<file path="config.mk">
export PLATFORM = sky130hd
export DESIGN_NAME = perf_counter_bank
export DESIGN_NICKNAME = d
export VERILOG_FILES = /design/src/rtl/perf_pkg.sv /design/src/rtl/perf_counter_cell.sv /design/src/rtl/perf_counter_bank.sv
export SDC_FILE = /design/constraint.sdc
export NUM_CORES = 1
export LEC_CHECK = 0
export ABC_AREA = 1
export CAP_MARGIN = 10
export CORE_MARGIN = 2
export CORE_UTILIZATION = 35
export CTS_CLUSTER_DIAMETER = 60
export CTS_CLUSTER_SIZE = 30
export DETAILED_ROUTE_END_ITERATION = 6
export PLACE_DENSITY = 0.51
export SLEW_MARGIN = 25
export SYNTH_ARGS = -nofsm -noshare
export SYNTH_HDL_FRONTEND = slang
export SYNTH_SLANG_ARGS = --single-unit
export TNS_END_PERCENT = 50
</file>
<file path="constraint.sdc">
create_clock -name clk -period 8.6 [get_ports clk]
set_input_delay 1.29 -clock clk [delete_from_list [all_inputs] [get_ports clk]]
set_output_delay 1.29 -clock clk [all_outputs]
set_load 0.1 [all_outputs]
</file>
<file path="src/rtl/perf_pkg.sv">
// Shared types and constants for the perf_counter_bank event-counter slice.
// Build option: PERF_SATURATE_EN selects saturating counters instead of wrapping ones.
package perf_pkg;

    typedef enum logic [1:0] {
        ST_IDLE   = 2'd0,
        ST_RUN    = 2'd1,
        ST_FROZEN = 2'd2
    } perfState_e;

    localparam int DEF_NUM_EVENTS = 8;
    localparam int DEF_CNT_WIDTH  = 32;
    localparam int DEF_SEL_WIDTH  = 5;

    // The cycle counter occupies the slot just past the last event channel.
    function automatic int cycleSlot(input int numEvents);
        return numEvents;
    endfunction

endpackage

</file>
<file path="src/rtl/perf_counter_cell.sv">
// One event counter with sticky overflow flag.
// PERF_SATURATE_EN defined: hold at all-ones on overflow; otherwise wrap to zero.
module perf_counter_cell
    import perf_pkg::*;
#(
    parameter int CNT_WIDTH = DEF_CNT_WIDTH
) (
    input  logic                 clk,
    input  logic                 rst,
    input  logic                 clr,
    input  logic                 run,
    input  logic                 inc,
    output logic [CNT_WIDTH-1:0] cntNext,
    output logic                 ovf
);

    logic [CNT_WIDTH-1:0] cnt_r;
    logic                 ovf_r;
    logic                 ovfNext_s;

    // Next count/flag; the top also snapshots cntNext so shadows include this cycle's event.
    always_comb begin
        cntNext   = cnt_r;
        ovfNext_s = ovf_r;
        if (clr) begin
            cntNext   = '0;
            ovfNext_s = 1'b0;
        end else if (run && inc) begin
            if (&cnt_r) begin
                ovfNext_s = 1'b1;
`ifdef PERF_SATURATE_EN
                cntNext   = cnt_r;
`else
                cntNext   = '0;
`endif
            end else begin
                cntNext   = cnt_r + {{(CNT_WIDTH-1){1'b0}}, 1'b1};
                ovfNext_s = ovf_r;
            end
        end else begin
            cntNext   = cnt_r;
            ovfNext_s = ovf_r;
        end
    end

    // Counter and sticky overflow registers.
    always_ff @(posedge clk) begin
        if (rst) begin
            cnt_r <= '0;
            ovf_r <= 1'b0;
        end else begin
            cnt_r <= cntNext;
            ovf_r <= ovfNext_s;
        end
    end

    assign ovf = ovf_r;

endmodule

</file>
<file path="src/rtl/perf_counter_bank.sv">
// Event-counter bank: run-control FSM, NUM_EVENTS+1 counter cells, atomic snapshot, registered readback.
// Build option: PERF_SATURATE_EN (passed through to perf_counter_cell).
module perf_counter_bank
    import perf_pkg::*;
#(
    parameter int NUM_EVENTS = DEF_NUM_EVENTS,
    parameter int CNT_WIDTH  = DEF_CNT_WIDTH,
    parameter int SEL_WIDTH  = DEF_SEL_WIDTH
) (
    input  logic                  clk,
    input  logic                  rst,
    input  logic                  enable,
    input  logic                  halt,
    input  logic                  clear,
    input  logic [NUM_EVENTS-1:0] event_in,
    input  logic                  snap_req,
    output logic                  snap_ack,
    input  logic [SEL_WIDTH-1:0]  rd_sel,
    output logic [CNT_WIDTH-1:0]  rd_data,
    output logic [NUM_EVENTS:0]   ovf,
    output logic [1:0]            state_o
);

    localparam int CYC_SLOT = cycleSlot(NUM_EVENTS);
    localparam int NSLOT    = NUM_EVENTS + 1;

    perfState_e                      state_r;
    perfState_e                      stateNext_s;
    logic                            runEn_s;
    logic [NSLOT-1:0]                incVec_s;
    logic [NSLOT-1:0][CNT_WIDTH-1:0] cntNext_s;
    logic [CNT_WIDTH-1:0]            shadow_r [NSLOT];
    logic [CNT_WIDTH-1:0]            rdMux_s;
    logic [CNT_WIDTH-1:0]            rdData_r;
    logic                            snapAck_r;

    // Run-control next state; clear dominates every state.
    always_comb begin
        stateNext_s = state_r;
        if (clear) begin
            stateNext_s = ST_IDLE;
        end else begin
            case (state_r)
                ST_IDLE:   stateNext_s = enable ? ST_RUN : ST_IDLE;
                ST_RUN:    stateNext_s = halt ? ST_FROZEN : ST_RUN;
                ST_FROZEN: stateNext_s = ST_FROZEN;
                default:   stateNext_s = ST_IDLE;
            endcase
        end
    end

    // Run-control state register.
    always_ff @(posedge clk) begin
        if (rst) begin
            state_r <= ST_IDLE;
        end else begin
            state_r <= stateNext_s;
        end
    end

    assign runEn_s  = (state_r == ST_RUN);
    assign incVec_s = {1'b1, event_in};

    genvar g;
    generate
        for (g = 0; g < NSLOT; g++) begin : gCell
            perf_counter_cell #(.CNT_WIDTH(CNT_WIDTH)) uCell (
                .clk     (clk),
                .rst     (rst),
                .clr     (clear),
                .run     (runEn_s),
                .inc     (incVec_s[g]),
                .cntNext (cntNext_s[g]),
                .ovf     (ovf[g])
            );
        end
    endgenerate

    // Shadows load the counters' next values so a snapshot includes the request cycle.
    always_ff @(posedge clk) begin
        for (int i = 0; i < NSLOT; i++) begin
            if (rst || clear) begin
                shadow_r[i] <= '0;
            end else if (snap_req) begin
                shadow_r[i] <= cntNext_s[i];
            end else begin
                shadow_r[i] <= shadow_r[i];
            end
        end
    end

    // Snapshot acknowledge, one cycle after each request.
    always_ff @(posedge clk) begin
        if (rst) begin
            snapAck_r <= 1'b0;
        end else begin
            snapAck_r <= snap_req;
        end
    end

    // A reset arriving while an ack is in flight suppresses it.
    assign snap_ack = snapAck_r & ~rst;

    // Readback mux; out-of-range selects match nothing and read as zero.
    always_comb begin
        rdMux_s = '0;
        for (int i = 0; i < NSLOT; i++) begin
            rdMux_s = rdMux_s | ((rd_sel == SEL_WIDTH'(i)) ? shadow_r[i] : '0);
        end
    end

    // Registered read data.
    always_ff @(posedge clk) begin
        if (rst) begin
            rdData_r <= '0;
        end else begin
            rdData_r <= rdMux_s;
        end
    end

    assign rd_data = rdData_r;
    assign state_o = state_r;

    // CYC_SLOT documents where the free-running cycle counter lives in incVec_s.
    if (CYC_SLOT != NUM_EVENTS) begin : gSlotCheck
        $error("cycle slot must equal NUM_EVENTS");
    end

endmodule

</file>
======== After elaboration in Yosys (flattened, before gate mapping) ========
Memory sizes are Yosys's and may differ from the RTL's.
Index checks and enable logic that the tools add are counted.
cells by class
  add/sub/neg operators ................... 9
  multipliers ............................. 0
  div/mod/pow operators ................... 0
  magnitude comparators ................... 0
  equality and inequality tests ........... 10
  shift operators ......................... 0
  mux-type cells .......................... 65
  bitwise gates (word level) .............. 28
  reduce and logical (&&, ||, !) cells .... 30
operators by type and width
  operator                                        number
  2-to-1 mux 32 bit                               54
  AND reduction 33 bit                            9
  adder 32 x 1 -> 32 bit (second input constant)  9
  AND reduction 32 bit                            9
  OR 32 bit                                       8
  == test 5 x 3 -> 1 bit (second input constant)  4
  OR 1 bit                                        18
  == test 5 x 2 -> 1 bit (second input constant)  2
  2-to-1 mux 1 bit                                9
  logical AND 1 bit                               8
  one-hot mux 2 bit (3 select lines)              1
  == test 5 x 1 -> 1 bit (second input constant)  1
  == test 5 x 4 -> 1 bit (second input constant)  1
  logical NOT 5 bit                               1
  == test 2 x 1 -> 1 bit (second input constant)  1
  == test 2 bit (second input constant)           1
  logical NOT 2 bit                               1
  2-to-1 mux 2 bit                                1
  OR reduction 2 bit                              1
  AND 1 bit                                       1
  logical OR 1 bit                                1
  NOT 1 bit                                       1
word-level totals
  bits in registers ....................... 332
  bits in latches ......................... 0
  bits in writable memories ............... 288
  ROM bits ................................ 0
  input bits .............................. 19
  word-level logic and storage cells ...... 164
  memories ................................ 1
memory list
  name      words  width  rd ports  clocked after Yosys merged registers in  write ports  line                     source
  shadow_r  9      32     9         0                                        9            perf_counter_bank.sv:32  logic [CNT_WIDTH-1:0] shadow_r [NSLOT];

======== Depth between registers and ports, before layout ========
Gate-level depths: netlist of run 1.
  word-level depth ........................ 10
  mapped depth ............................ 11
  mapped depth without buffers ............ 11

======== Modules after synthesis ========
From an unflattened synthesis of run 1, not the netlist that was laid out.
unflattened totals
  cells, all modules ...................... 4694
  area, all modules ....................... 33777.4 sq um
by module, submodules not included
  module                                   times used  cells an instance  area an instance (sq um)
  perf_counter_cell at gCell[0].uCell ...  8           336                2093.3
  perf_counter_bank                        1           1674               14953.1
  perf_counter_cell at gCell[8].uCell      1           332                2078.2

======== Worst setup path before layout of run 1 ========
Ideal clock, no wire load.
  path kind ............................... input to register
  start point ............................. input snap_req
  end point ............................... memory shadow_r[0][0] (netlist name), enable pin
  library setup time ...................... 2.170 ns
  arrival ................................. 6.331 ns
  data required time ...................... 6.430 ns
  setup slack ............................. 0.099 ns
  cell stages on the path ................. 3
  path buffers ............................ 1
  path through ............................ inv_1 clkbuf_1 nand2_1
RTL lines
  what                line                     source
  start: declaration  perf_counter_bank.sv:16  input logic snap_req,
  end: declaration    perf_counter_bank.sv:32

======== Worst setup path in the final report of run 1 ========
  start point ............................. input rst
  end point ............................... output snap_ack
on the way
  longest elaborated chain between the ends .. 2
RTL lines
  what                line                      source
  start: declaration  perf_counter_bank.sv:11   input logic rst,
  NOT 1 bit           perf_counter_bank.sv:102  assign snap_ack = snapAck_r & ~rst;
  AND 1 bit           perf_counter_bank.sv:102
  end: declaration    perf_counter_bank.sv:17   output logic snap_ack,
Every way passes these cells.

==> results of run 1 <==
power groups by stage:
stage               combinational [mW]  clock (mW)  sequential (mW)
finish                           0.201        2.98             3.15
detailed placement               0.203           0             3.22
global route                     0.216        3.16             3.15
floorplan                        0.105           0             3.24
CTS                              0.203        3.05             3.15
global placement                 0.203           0             3.22
flip-flops by register name (all words and copies together), names as in the netlist:
signal and cells:
gCell.uCell.ovf 9, rd_data 32, shadow_r 288, snapAck_r 1
state_o 2, gCell.uCell.cnt_r 288
area by class of cell:
class | count | area (µm²) | share of cell area [%]
Tap cell | 1080 | 1350 | 4.05
Inverter | 348 | 1320 | 3.94
Timing Repair Buffer | 85 | 810 | 2.43
Sequential cell | 620 | 15300 | 45.8
Multi-Input combinational cell | 2690 | 12300 | 36.9
Clock inverter | 48 | 633 | 1.90
Clock buffer | 68 | 1650 | 4.93
layer usage:
metal  global-route usage (%)  share of wire (%)  up-vias
li1                         -                  -    12398
met4                     7.34                3.4        2
met1                     30.5                 47    11566
met2                     33.3                 44      659
met5                        0              0.021        -
met3                     3.32                5.9      134
final timing paths:
path / start / to / cells past startpoint
worst min register to register: gCell[5].uCell.ovf / gCell[5].uCell.ovf / 2
worst min-delay path: gCell[5].uCell.ovf / gCell[5].uCell.ovf / 2
worst max register to register: state_o[0] / shadow_r[2][5] / 9
worst max-delay path: rst / snap_ack / 3
Yosys cell counts, types with 2 or more instances:
library cell,count,area share [%]
sky130_fd_sc_hd__a21o_1,16,0.41
sky130_fd_sc_hd__a21oi_1,87,1.5
sky130_fd_sc_hd__a31o_2,6,0.18
sky130_fd_sc_hd__buf_1,4,0.051
sky130_fd_sc_hd__buf_2,20,0.34
sky130_fd_sc_hd__buf_4,15,0.38
sky130_fd_sc_hd__clkbuf_1,77,0.98
sky130_fd_sc_hd__dfxtp_1,332,23
sky130_fd_sc_hd__edfxtp_1,288,29
sky130_fd_sc_hd__ha_1,9,0.38
sky130_fd_sc_hd__inv_1,333,4.2
sky130_fd_sc_hd__inv_2,13,0.17
sky130_fd_sc_hd__nand2_1,904,12
sky130_fd_sc_hd__nand2_2,7,0.15
sky130_fd_sc_hd__nand2_4,2,0.077
sky130_fd_sc_hd__nand3_1,368,6.3
sky130_fd_sc_hd__nand3_2,6,0.20
sky130_fd_sc_hd__nand3_4,6,0.36
sky130_fd_sc_hd__nand3b_1,16,0.41
sky130_fd_sc_hd__nand4_1,86,1.8
sky130_fd_sc_hd__nor2_1,825,11
sky130_fd_sc_hd__nor2_2,13,0.28
sky130_fd_sc_hd__nor2_4,10,0.38
sky130_fd_sc_hd__nor3_1,113,1.9
sky130_fd_sc_hd__nor4_1,3,0.064
sky130_fd_sc_hd__o211ai_1,10,0.26
sky130_fd_sc_hd__o21a_1,4,0.10
sky130_fd_sc_hd__o21ai_0,25,0.43
sky130_fd_sc_hd__o21bai_1,15,0.38
sky130_fd_sc_hd__o22ai_1,43,0.91
sky130_fd_sc_hd__or2_2,28,0.60
sky130_fd_sc_hd__xnor2_1,25,0.74
sky130_fd_sc_hd__xor2_1,53,1.6
kinds of logic (layout without fill, tap and decap cells):
| group | Yosys count | in the layout | share of synthesized area (%) |
|---|---|---|---|
| simple gates | 2391 | 2391 | 34.7 |
| flops | 620 | 620 | 52.0 |
| buf+inv | 465 | 549 | 6.24 |
| compound gates | 211 | 211 | 4.28 |
| xor+xnor | 78 | 78 | 2.32 |
| fa+ha+maj | 9 | 9 | 0.383 |
| mux | 1 | 1 | 0.0340 |
stage by stage:
| step | utilization (%) | std cells | area, µm² |
|---|---|---|---|
| final | 40.0 | 4939 | 33400 |
| after floorplan | - | 3775 | 29400 |
| after global placement | 37.3 | 4823 | 31100 |
| after detailed placement | 37.3 | 4823 | 31100 |
| after CTS | 40.0 | 4939 | 33400 |
| after global routing | 40.0 | 4939 | 33400 |
worst min-delay path: cells and delay by family, from the launching register on:
kind                   cells  cell delay (ps)
AOI/OAI and AO/OA          1               50
DFF                        1              310
buffers and inverters      1               50
==> out/qor.yml, run 1 <==
n_antenna_cell: 0
max_slew.worst_pin.slew_ps: 1040
internal_power_mw: 4.69
timing.critical_path.max_delay_family: "buffers and inverters"
port-buffer-count: 62
async_flop_share_pct: 0
clockPowerShare_pct: 47.1
fp.coreArea_um2: 83400
grt_pass1_wl_um: 141000
cts_resized: 0
detailedRoute.firstIterationViolations: 2369
synthCells: 3775
die_area_um2: 86400
final_hold_violation_count: 0
yosysUniqueCellTypes: 46
syn_area_um2: 29400
die_height_um: 294
timing.critical_path.required_ps: 7310
p_seq_share_pct: 49.7
power_after_layout_mw: 6.33
powerDensity_nw_per_um2: 190
static-leakage-power_nw: 12.3
timing.critical_path.buf_inv: 2
die_width_um: 294
power.share.combinational_pct: 3.2
synth_area_per_cell_um2: 7.79
drtAntennaViolNets: 0
crit_chain: "clkbuf_8 > nor2_1 > clkdlybuf4s50_1"
timing.critical_path.from_type: "input port"
synth-edff-count: 288
synth.yosys.warnings: 0
hold_slack_ps: 450
ctsLongestPathBuffers: 3
cp-end-kind: "output port"
area_growth_syn_to_layout_pct: 13.5
filler_cell_count: 8636
grt.total_usage_pct: 21.5
worst-endpoint-arrival_ps: 3100
reg2reg_setup_slack_ps: 5200
postCtsHoldBufs: 0
dr.pass1.iters: 6
initial_utilization_pct: 35.3
post-route-period-util_pct: 51.1
slew_headroom_pct: 30.5
drcViolationCount: 0
vias_per_cell: 5.01
power.switching_fraction_pct: 26.0
fin_tns_setup_ps: 0
finalClockSkew_ps: 25.3
numCtsBuffers: 61
most_common_library_cell_in_the_layout_ignoring_fill_and_taps: "sky130_fd_sc_hd__nand2_1"
most_used_dff_post_synth: "sky130_fd_sc_hd__dfxtp_1"
ioPinCount: 63
routed_wirelength_um: 93800
run_status: "completed"
max-vdd-ir-drop_mv: 0.154
seq_area_frac_synth_pct: 52.0
critical_path_peak_fanout: 84
slew_viol_final: 0
post_cts_buffers: 0
crit_path_top_delay_cell: "sky130_fd_sc_hd__clkdlybuf4s50_1"
setup_violations: 0
cts.root.buffer_cell: "sky130_fd_sc_hd__clkbuf_16"
fmax_mhz: 228
h-tree-depth: 2
unrepaired_setup_endpoints_after_global_routing: "false"
finalWeightedCongestion: 0.913
grt_max_degree: 135
leading_cell_types_in_the_layout_fill_and_taps_excluded: "sky130_fd_sc_hd__nand2_1, sky130_fd_sc_hd__nor2_1, sky130_fd_sc_hd__nand3_1"
initial_antenna_violation_count: 2
grt_pass1_vias: 23211
dp_hpwl_um: 68500
numClockSinks: 620
pre_cts_ws_ps: 4220
layout_setup_ws_ps: 4210
clk_latency_ps: 660
clock_transition_at_the_register_clock_pins_on_the_worst_setup_and_hold_paths_after_cts_ps: 70
finalWorstPathRequiredPeriod_ps: 4390
ys_ff_latch: 620
max_cap_violations: 0
grt-ovfl-total: 0
timing.critical_path.slowest_cell_delay_ps: 1150
power.net_switching_mw: 1.65
vias: 24759
drive_above_1_share_pct: 6.27
worstHoldPathType: "register to register"
fp-row-count: 106
synth.net_count: 3803
finalNetCount: 3834
criticalPathCategory: "input port to output port"
tritoncts: "yes"
final_routed_wire_length_divided_by_cell_count_um: 19.0
Power figures use the tool's default switching activity.
==> run 2: changes to the inputs <==
- PLACE_DENSITY: 0.51 -> 0.49
- clock period: 8.6 -> 4.5 ns (I/O delays scaled with it)
==> out/qor.yml, run 2 (synthesized netlist as in run 1, its figures left out) <==
timing.critical_path.max_delay_family: "buffers and inverters"
timing.critical_path.from_type: "register"
post-route-util_pct: 40.4  # +0.39 points
setup_violations: 0  # unchanged
pre_cts_ws_ps: 1250  # -2970 ps
timing.critical_path.buf_inv: 2  # unchanged
timing.critical_path.slowest_cell_delay_ps: 1170  # +20 ps
initial_utilization_pct: 35.3  # unchanged
placed_cell_area_um2: 31300  # +0.70%
detailedRoute.firstIterationViolations: 2182  # -7.9%
postCtsHoldBufs: 0  # unchanged
worst-endpoint-arrival_ps: 2700  # -400 ps
h-tree-depth: 3  # +1
port-buffer-count: 62  # unchanged
grt.total_usage_pct: 23.5  # +2.1 points
numClockSinks: 620  # unchanged
clk_latency_ps: 630  # -30 ps
most_common_library_cell_in_the_layout_ignoring_fill_and_taps: "sky130_fd_sc_hd__nand2_1"
unrepaired_setup_endpoints_after_global_routing: "false"
fp-row-count: 106  # unchanged
ctsLongestPathBuffers: 3  # unchanged
routed_wirelength_um: 101000  # +8.1%
power.switching_fraction_pct: 25.4  # -0.59 points
finalNetCount: 3862  # +0.73%
fin_tns_setup_ps: 0  # unchanged
tritoncts: "yes"
clockPowerShare_pct: 48.3  # +1.2 points
hold_slack_ps: 450  # -0.184 ps
max_slew.worst_pin.slew_ps: 1020  # -24.6 ps
die_height_um: 294  # unchanged
clock_transition_at_the_register_clock_pins_on_the_worst_setup_and_hold_paths_after_cts_ps: 60  # about the same
post_cts_buffers: 0  # unchanged
internal_power_mw: 9.29  # +98%
fp.coreArea_um2: 83400  # unchanged
power.net_switching_mw: 3.16  # +92%
leading_cell_types_in_the_layout_fill_and_taps_excluded: "sky130_fd_sc_hd__nand2_1, sky130_fd_sc_hd__nor2_1, sky130_fd_sc_hd__nand3_1"
numCtsBuffers: 67  # +9.8%
die_area_um2: 86400  # unchanged
timing.critical_path.required_ps: 3830  # -3480 ps
grt_pass1_vias: 24016  # +3.5%
powerDensity_nw_per_um2: 370  # +95%
cts.root.buffer_cell: "sky130_fd_sc_hd__clkbuf_16"
power.share.combinational_pct: 3.3  # about the same
drtAntennaViolNets: 0  # unchanged
worstHoldPathType: "register to register"
finalWorstPathRequiredPeriod_ps: 3380
slew_viol_final: 0  # unchanged
n_antenna_cell: 0  # unchanged
p_seq_share_pct: 48.4  # -1.3 points
static-leakage-power_nw: 12.5  # +1.4%
grt-ovfl-total: 0  # unchanged
fmax_mhz: 296
post-route-period-util_pct: 75.1
vias_per_cell: 5.07  # +1.1%
ioPinCount: 63  # unchanged
area_growth_syn_to_layout_pct: 14.6
cts_resized: 0  # unchanged
finalClockSkew_ps: 33.5  # +8.27 ps
cp-end-kind: "output port"
slew_headroom_pct: 31.9  # +1.4 points
final_routed_wire_length_divided_by_cell_count_um: 20.4  # +7.5%
max_cap_violations: 0  # unchanged
layout_setup_ws_ps: 1120  # -3090 ps
crit_path_top_delay_cell: "sky130_fd_sc_hd__clkdlybuf4s50_1"
dp_hpwl_um: 76100  # +11%
run_status: "completed"
initial_antenna_violation_count: 0  # -2
crit_chain: "buf_4 > clkdlybuf4s50_1"
drcViolationCount: 0  # unchanged
grt_max_degree: 135  # unchanged
criticalPathCategory: "register to output port"
critical_path_peak_fanout: 8  # -90%
die_width_um: 294  # unchanged
grt_pass1_wl_um: 153000  # +8.7%
final_hold_violation_count: 0  # unchanged
vias: 25177  # +1.7%
max-vdd-ir-drop_mv: 0.284  # +85%
drive_above_1_share_pct: 6.89  # +0.62 points
dr.pass1.iters: 6  # unchanged
finalWeightedCongestion: 0.890  # -2.6%
final_design_area_no_fill_um2: 33700  # +0.97%
[run 2: changes by cell type in the layout (fill, tap and decap cells not counted), sizes merged]
cell	delta
buf	+23
clkinvlp	+1
inv	-3
clkbuf	+10
bufinv	+1
clkdlybuf4s50	-1
clkinv	-3
[run 2: power groups by stage]
stage	Combinational, mW	Sequential [mW]	Clock (mW)
floorplan	0.201	6.17	0
global placement	0.420	6.15	0
detailed placement	0.417	6.15	0
CTS	0.418	6.03	6.13
global route	0.440	6.03	6.33
finish	0.414	6.03	6.01
[run 2: worst register-to-register path: stages (launching register included)]
cell and delay, ps:
sky130_fd_sc_hd__dfxtp_2 610, sky130_fd_sc_hd__buf_4 270, sky130_fd_sc_hd__nand3_2 180, sky130_fd_sc_hd__nor2_2 200
sky130_fd_sc_hd__nand2_1 180, sky130_fd_sc_hd__nor2_4 260, sky130_fd_sc_hd__nand3_2 250, sky130_fd_sc_hd__nand2_1 350
sky130_fd_sc_hd__inv_1 160, sky130_fd_sc_hd__nand2_1 180, sky130_fd_sc_hd__nor2_1 80
[run 2: worst paths after layout]
kind / startpoint / endpoint / slack [ps] / depth (start not counted)
setup / recovery: state_o[0] / state_o[0] / 1120 / 2
setup reg to reg: state_o[0] / shadow_r[2][26] / 1550 / 10
hold / removal: gCell[1].uCell.ovf / gCell[1].uCell.ovf / 450 / 2
hold reg to reg: gCell[1].uCell.ovf / gCell[1].uCell.ovf / 450 / 2
[run 2: final cells by class]
class                   count  area, µm²
clock buffers              78       1840
inverters                 348       1320
flip-flops and latches    620      15300
clock inverters            44        543
repair buffers            107       1020
multi-input cells        2690      12300
fillers                  8708      49700
well taps                1080       1350
[run 2: layer usage]
layer  vias up  global-route usage (%)  part of all wire (%)
li1      12445                       -                     -
met1     12006                    33.1                    47
met2       587                    38.0                    46
met3       139                    2.71                   4.4
met4         0                    7.01                   3.0
met5         -                       0                     0
[run 2: stage by stage]
step	power, mW	std cells
floorplan	6.37	3775
global placement	6.57	4845
detailed placement	6.57	4845
CTS	12.6	4967
global route	12.8	4967
finish	12.5	4967
